==> config.mk <==
export PLATFORM = sky130hd
export DESIGN_NAME = cla_seq_ctrl
export DESIGN_NICKNAME = d
export VERILOG_FILES = /design/src/rtl/cla_seq_ctrl.sv
export SDC_FILE = /design/constraint.sdc
export NUM_CORES = 1
export LEC_CHECK = 0
export CAP_MARGIN = 20
export CELL_PAD_IN_SITES_DETAIL_PLACEMENT = 0
export CELL_PAD_IN_SITES_GLOBAL_PLACEMENT = 1
export CORE_ASPECT_RATIO = 2
export CORE_MARGIN = 1
export CORE_UTILIZATION = 31
export DETAILED_ROUTE_END_ITERATION = 12
export GPL_ROUTABILITY_DRIVEN = 0
export PLACE_DENSITY_LB_ADDON = 0.1
export SLEW_MARGIN = 5
export SYNTH_ARGS = -nofsm -noshare
export SYNTH_HDL_FRONTEND = slang
export SYNTH_SLANG_ARGS = --single-unit
export TNS_END_PERCENT = 30
==> constraint.sdc <==
create_clock -name clk -period 12.5 [get_ports clk]
set_input_delay 3.75 -clock clk [delete_from_list [all_inputs] [get_ports clk]]
set_output_delay 3.75 -clock clk [all_outputs]
set_load 0.03 [all_outputs]
==> src/rtl/cla_seq_ctrl.sv <==
// Multi-word add/subtract sequencer driving one 32-bit carry-lookahead adder, LSW first.
// Optional macro CLA_SEQ_SUB_EN adds the sub port and two's-complement subtract.

module cla32 (
    input  logic [31:0] a,
    input  logic [31:0] b,
    input  logic        ci,
    output logic [31:0] s,
    output logic        co
);
    logic [31:0] g, p, c;
    logic [7:0]  gg, pp, cn;
    logic [1:0]  g2, p2, cs;

    // Carries into positions 0..3 of a 4-wide lookahead group.
    function automatic logic [3:0] la_carry(input logic [3:0] gi, input logic [3:0] pi,
                                            input logic cin);
        logic [3:0] cr;
        cr[0] = cin;
        cr[1] = gi[0] | (pi[0] & cin);
        cr[2] = gi[1] | (pi[1] & gi[0]) | (pi[1] & pi[0] & cin);
        cr[3] = gi[2] | (pi[2] & gi[1]) | (pi[2] & pi[1] & gi[0])
              | (pi[2] & pi[1] & pi[0] & cin);
        return cr;
    endfunction

    function automatic logic grp_g(input logic [3:0] gi, input logic [3:0] pi);
        return gi[3] | (pi[3] & gi[2]) | (pi[3] & pi[2] & gi[1])
             | (pi[3] & pi[2] & pi[1] & gi[0]);
    endfunction

    // NOTE: every variable is fully assigned before any read, so no latch can be inferred.
    always_comb begin
        g = a & b;
        p = a ^ b;
        for (int n = 0; n < 8; n++) begin
            gg[n] = grp_g(g[4*n +: 4], p[4*n +: 4]);
            pp[n] = &p[4*n +: 4];
        end
        for (int m = 0; m < 2; m++) begin
            g2[m] = grp_g(gg[4*m +: 4], pp[4*m +: 4]);
            p2[m] = &pp[4*m +: 4];
        end
        cs[0] = ci;
        cs[1] = g2[0] | (p2[0] & ci);
        co    = g2[1] | (p2[1] & g2[0]) | (p2[1] & p2[0] & ci);
        for (int m = 0; m < 2; m++) begin
            cn[4*m +: 4] = la_carry(gg[4*m +: 4], pp[4*m +: 4], cs[m]);
        end
        for (int n = 0; n < 8; n++) begin
            c[4*n +: 4] = la_carry(g[4*n +: 4], p[4*n +: 4], cn[n]);
        end
        s = p ^ c;
    end
endmodule

module cla_seq_ctrl #(
    parameter int WORDS = 4
) (
    input  logic                  clk,
    input  logic                  reset_n,
    input  logic                  start,
`ifdef CLA_SEQ_SUB_EN
    input  logic                  sub,
`endif
    input  logic [32*WORDS-1:0]   op_a,
    input  logic [32*WORDS-1:0]   op_b,
    output logic                  ready,
    output logic                  busy,
    output logic                  done,
    output logic [32*WORDS-1:0]   result,
    output logic                  co,
    output logic                  ovf
);
    localparam int W  = 32 * WORDS;
    localparam int IW = $clog2(WORDS) + 1;

    typedef enum logic [1:0] {IDLE, RUN, DONE} state_t;

    state_t          state, state_nx;
    logic [W-1:0]    a_q, b_q, b_in;
    logic [IW-1:0]   idx;
    logic            carry_q, seed;
    logic [31:0]     a_w, b_w, s_w;
    logic            c_out, last_word;

`ifdef CLA_SEQ_SUB_EN
    assign b_in = sub ? ~op_b : op_b;
    assign seed = sub;
`else
    assign b_in = op_b;
    assign seed = 1'b0;
`endif

    assign a_w       = a_q[32*idx +: 32];
    assign b_w       = b_q[32*idx +: 32];
    assign last_word = (idx == IW'(WORDS - 1));

    cla32 u_cla (
        .a  (a_w),
        .b  (b_w),
        .ci (carry_q),
        .s  (s_w),
        .co (c_out)
    );

    // NOTE: sequential state uses non-blocking assignments so every register samples pre-edge values.
    always_ff @(posedge clk or negedge reset_n) begin
        if (!reset_n) state <= IDLE;
        else          state <= state_nx;
    end

    always_comb begin
        state_nx = state;
        case (state)
            IDLE:    if (start) state_nx = RUN;
            RUN:     if (last_word) state_nx = DONE;
            DONE:    state_nx = IDLE;
            default: state_nx = IDLE;
        endcase
    end

    assign ready = (state == IDLE);
    assign busy  = (state == RUN);
    assign done  = (state == DONE);

    always_ff @(posedge clk or negedge reset_n) begin
        if (!reset_n) begin
            a_q     <= '0;
            b_q     <= '0;
            idx     <= '0;
            carry_q <= 1'b0;
            result  <= '0;
            co      <= 1'b0;
            ovf     <= 1'b0;
        end else begin
            case (state)
                IDLE: begin
                    if (start) begin
                        a_q     <= op_a;
                        b_q     <= b_in;
                        idx     <= '0;
                        carry_q <= seed;
                        result  <= '0;
                        co      <= 1'b0;
                        ovf     <= 1'b0;
                    end
                end
                RUN: begin
                    result[32*idx +: 32] <= s_w;
                    carry_q              <= c_out;
                    idx                  <= idx + 1'b1;
                    if (last_word) begin
                        co  <= c_out;
                        // Signed overflow: like-signed operands yielding a different-signed sum.
                        ovf <= (a_w[31] == b_w[31]) && (s_w[31] != a_w[31]);
                    end
                end
                default: ;
            endcase
        end
    end
endmodule
==> results.txt, run 1 <==
Crit path cell chain - clkdlybuf4s50_1, and2_4, buf_4, a31oi_4, a22o_1
FF-to-FF path depth - 14
Switching share of power - 43.4%
H-tree Lvls - 2
Mux share of post-synthesis cell area - 7.90%
Clk pwr share - 17.7%
Mean post-synth cell area - 9.98 sq um
Max Fclk - 0.161 GHz
Top cells by count, synth - nand2_1, dfrtp_1, clkbuf_1, a22o_1, and2_1
Root buf cell - clkbuf_16
CP max stage cell - buf_4
Post-synth EDFFs - 0
Hold path start - b_q[115]
Crit path DAT - 6.66 ns
Non-Filler Instances - 2,919
DRC Markers - 0
Status - complete, no violations
Core Region - 57,100 sq um
Net Sw Power - 2.98 mW
Final hold viol count - 0
Tot GR Track Use - 19.9%
Worst skew pair latency - 0.57 ns
Pint - 3.88 mW
LEAKAGE - 11.6 nW
DIE HEIGHT - 342 microns
Setup TNS - 0 ns
R2r endpoint - result[89]
Post-synth ARST share - 100%
Vias in the first global route - 14,550
First-pass GRT wire length - 87,100 microns
Post-Syn Area - 17,900 sq um
Starting Density - 31.4%
Syn_nets - 2,100
Antenna violations before repair - 7
Synth unique cells - 50
Avg Vias per Cell - 4.76
Worst Skew - 0.0233 ns
CP Max Fanout - 92
Seq/Total Area, Yosys - 54.7%
Yosys top cell area share - 54.7%
Remaining antenna violation count - 0
Post-CTS Hold Buffers - 0
Share of cells above drive strength 1 - 7.50%
Num CTS Buffers - 39
# port buffers - 391
Synth Area in Compound Gates - 7.81%
Buf/Inv on CP - 2
Worst path top cell family by delay - buffers and inverters
Yosys reg bits - 392
Setup Buffers After CTS - 0
DR WL/cell - 19.7 microns
R2R Path Start - idx[0]
Final Net Count - 2,441
Via count - 13,882
Tightest Hold Check Type - reg -> reg
Syn Inst Count - 1,795
Cells after DPL - 2,850
Die area - 58,800 sq um
Synth Area in Simple Gates - 22.1%
XOR/XNOR Fraction of Synth Area - 1.21%
Final core utilization - 41.9%
Iteration-0 DRC Markers - 826
Pin count of the biggest net entering global routing - 202
Max clock buf depth - 3
Flop2flop setup slack - 7.55 ns
Max Cap Violations - 0
Logic pwr share - 51.0%
Rel. slew slack - 26.7%
Final setup viols - 0
WL final - 57,400 microns
Synth area leader - dfrtp_1
I/O pins - 392
Synth Warn # - 0
Count leader, synth - nand2_1
Maximum vdd ir drop - 118 uV
Total gr overflow - 0
PD cells - 287 nW/um^2
FP Rows - 124
Max stage delay on crit path - 0.88 ns
Detail Placement HPWL - 41,000 microns
Hold WS - 0.467 ns
Setup repair after global routing missed its margin - no
Clk slew on worst S/H paths - 0.06 ns
CP Launch Type - input port
TritonCTS clock tree - built
Part of the power in registers - 31.3%
Post-CTS sizing - 0
Dominant synthesized flop cell - dfrtp_1
Setup ws final - 6.29 ns
Required time worst endpoint - 12.96 ns
Hold Path Depth - 2
Crit Path Class - in -> reg
Crit share post-route - 49.7%
Worst setup EP type - register
Worst Tran Pin Value - 1.10 ns
DR pass1 iterations - 5
Clock sinks - 392
Hold EP - b_q[115]
Area contributors post-synth - dfrtp_1, nand2_1, mux4_2
Die X - 172 microns
Largest family of logic cells by synthesized area - simple AND/OR/NAND/NOR gates
Tmin final - 6.21 ns
Final Max Tran Viols - 0
Adder-Cell Fraction of Synth Area - 3.55%
Layout area overhead - 33.5%
Worst slack, placed - 5.61 ns
## cells in the final DEF, fill, tap and decap left out, types with 5 or more instances in the layout
cell             count
dfrtp_1            390
a21oi_1             15
mux4_2              62
fa_1                 8
nand3_1             36
clkbuf_1            10
clkdlybuf4s50_1    390
and2_1              64
and3_1              11
xor2_1               9
a22o_1              93
xnor2_1             12
o21ai_0              9
nand2_1            827
inv_1               18
buf_4               12
a21o_1              19
nor2_1              13
ha_1                38
a211oi_1             5
nor2b_1              7
clkbuf_8             6
clkbuf_16           41
## cells by family after synthesis
group / after synthesis
flip-flops: 392
adder cells (fa/ha/maj): 46
multiplexers: 64
AND/OR/NAND/NOR: 975
buffers and inverters: 128
AO/OA/AOI/OAI: 167
XOR/XNOR: 23
## tightest hold or removal path, delay by kind of cell, from the launching register on
| family | cells | cell delay (ns) |
|---|---|---|
| flip-flops | 1 | 0.34 |
| AND/OR/NAND/NOR | 2 | 0.10 |
## routing by layer
layer  GRT usage [%]  routed length [microns]
met3            4.24                     3370
met4            5.60                     1310
met1            24.1                    23400
met2            34.9                    29300
met5               0                       67
## power by group through the flow
stage                     registers, mW  clock network [mW]  logic, mW
after floorplan                    2.27                   0       2.09
after global placement             2.16                   0       3.48
after detailed placement           2.18                   0       3.55
after CTS                          2.16                1.25       3.56
after global routing               2.22                1.29       3.84
final                              2.15                1.21       3.50
## stage by stage
step           total power, mW  cell area, sq um
2_1_floorplan             4.36             17900
3_3_place_gp              5.64             22600
3_5_place_dp              5.74             22600
4_1_cts                   6.98             23900
5_1_grt                   7.35             23900
6_report                  6.86             23900
## flip-flops by register name (all words and copies together) (netlist names)
name and count:
ovf 1, a_q 128, idx 3, result 128, b_q 128, co 1, state 2, carry_q 1
## worst max path at each step
| stage | startpoint | end | depth (start not counted) |
|---|---|---|---|
| 2_1_floorplan | start | result[35] | 5 |
| 3_3_place_gp | start | result[56] | 5 |
| 3_5_place_dp | start | result[37] | 5 |
| 4_1_cts | start | result[55] | 5 |
| 5_1_grt | start | result[51] | 5 |
| 6_report | start | result[56] | 5 |
## area by class of cell
| cell class | instances | area (sq um) |
|---|---|---|
| fill | 5776 | 33200 |
| clock inverter | 9 | 129 |
| timing repair buffer | 408 | 4120 |
| clock buffer | 57 | 1150 |
| sequential | 392 | 9820 |
| inverter | 20 | 75.1 |
| antenna | 2 | 5.00 |
| tap | 756 | 946 |
| multi-input combinational | 1275 | 7690 |
No activity file was read; power rests on OpenSTA's default activity.
==> run 2: changes to the inputs <==
==> constraint.sdc (replaced) <==
create_clock -name clk -period 5.26 [get_ports clk]
set_input_delay 1.578 -clock clk [delete_from_list [all_inputs] [get_ports clk]]
set_output_delay 1.578 -clock clk [all_outputs]
set_load 0.03 [all_outputs]
==> results.txt, run 2 (synthesized netlist as in run 1, its figures left out) <==
Status - complete, no violations
Remaining antenna violation count - 0
Worst Skew - 0.0152 ns
Crit share post-route - 84.5%
Worst skew pair latency - 0.55 ns
Max Fclk - 0.225 GHz
Final setup viols - 0
Worst setup EP type - register
# port buffers - 391
Final Max Tran Viols - 0
Crit path DAT - 4.93 ns
Required time worst endpoint - 5.75 ns
Most common cell after layout, fill and taps aside - nand2_1
Rel. slew slack - 31.5%
Post-CTS Hold Buffers - 0
Clock sinks - 392
Post-CTS sizing - 0
LEAKAGE - 11.6 nW
Maximum vdd ir drop - 303 uV
Max clock buf depth - 3
DR WL/cell - 20.4 microns
WL final - 59,900 microns
DIE HEIGHT - 342 microns
Worst Tran Pin Value - 1.02 ns
Num CTS Buffers - 38
Total power - 16.3 mW
Starting Density - 31.4%
Die area - 58,800 sq um
Via count - 14,010
TritonCTS clock tree - built
I/O pins - 392
DR pass1 iterations - 5
CP Launch Type - register
Root buf cell - clkbuf_16
DRC Markers - 0
Layout area overhead - 33.9%
PD cells - 679 nW/um^2
Share of cells above drive strength 1 - 8.06%
Total gr overflow - 0
Final Net Count - 2,453
Final hold viol count - 0
Tot GR Track Use - 20.7%
Avg Vias per Cell - 4.78
Die X - 172 microns
CP Max Fanout - 37
Setup Buffers After CTS - 0
Iteration-0 DRC Markers - 746
Crit Path Class - reg -> reg
Largest registers - a_q x128, b_q x128, result x128
H-tree Lvls - 2
Clk slew on worst S/H paths - 0.07 ns
Setup TNS - 0 ns
Antenna violations before repair - 6
Tightest Hold Check Type - reg -> reg
Most frequent cells in the layout - nand2_1, dfrtp_1, clkdlybuf4s50_1, a22o_1, and2_1
Max Cap Violations - 0
Setup repair after global routing missed its margin - no
Detail Placement HPWL - 44,700 microns
Core Region - 57,100 sq um
FILL cells - 5,813
Pin count of the biggest net entering global routing - 209
Vias in the first global route - 15,131
Tmin final - 4.45 ns
FP Rows - 124
First-pass GRT wire length - 91,000 microns
[run 2: changes by cell type in the layout (fill, tap and decap cells not counted), sizes merged]
cell / previous run / this run
clkinv: 5 / 9
buf: 18 / 31
diode: 2 / 1
clkbuf: 57 / 50
inv: 19 / 20
[run 2: layout make-up]
type	count	area, sq um	share of cell area [%]
Antenna cell	1	2.50	0.0104
Clock buffer	50	1050	4.36
Clock inverter	14	158	0.657
Inverter	20	75.1	0.313
Multi-Input combinational cell	1275	7690	32.1
Sequential cell	392	9820	40.9
Tap cell	756	946	3.94
Timing Repair Buffer	421	4260	17.7
[run 2: worst paths after layout]
check                         start         end  slack (ns)  cells past startpoint
min reg2reg                a_q[125]    a_q[125]        0.47                      2
min                        a_q[125]    a_q[125]        0.47                      2
min in group asynchronous   reset_n     a_q[73]        1.05                      1
max in group asynchronous   reset_n  result[87]        3.16                      2
max                          idx[0]  result[77]        0.81                     11
max reg2reg                  idx[0]  result[77]        0.81                     11
[run 2: layer usage]
| metal | up-vias | share of wire, % | track usage [%] |
|---|---|---|---|
| met1 | 6886 | 40 | 24.7 |
| met2 | 400 | 52 | 37.2 |
| met4 | 8 | 3.3 | 7.30 |
| met5 | - | 0.077 | 0 |
| met3 | 92 | 4.9 | 3.30 |
| li1 | 6624 | - | - |
[run 2: power by group]
part | switching (mW) | total, mW | internal (mW) | leakage [nW]
logic | 5.00 | 8.34 | 3.34 | 5.97
registers | 0.908 | 5.18 | 4.27 | 5.06
clock network | 1.22 | 2.77 | 1.55 | 0.590
total | 7.12 | 16.3 | 9.16 | 11.6
[run 2: critical path: stages (launching register included)]
cell and delay [ns]:
dfrtp_4 0.95, mux4_2 0.58, and2_1 0.17, ha_1 0.34, a21oi_1 0.21, o221ai_2 0.19, a211oi_2 0.37, inv_1 0.15
a21o_1 0.23, fa_1 0.39, xor2_1 0.52, a22o_1 0.26
[run 2: metrics by stage]
stage | cell area [sq um] | hold slack [ns] | instances | utilization (%) | worst slack [ns]
finish | 24000 | 0.469 | 2929 | 42.0 | 0.814
global route | 24000 | 0.496 | 2929 | 42.0 | 0.437
CTS | 24000 | 0.476 | 2928 | 42.0 | 0.714
detailed placement | 22800 | 0.454 | 2864 | 39.9 | 0.722
global placement | 22700 | 0.452 | 2862 | 39.8 | 0.761
floorplan | 17900 | 0.438 | 1795 | - | 1.15
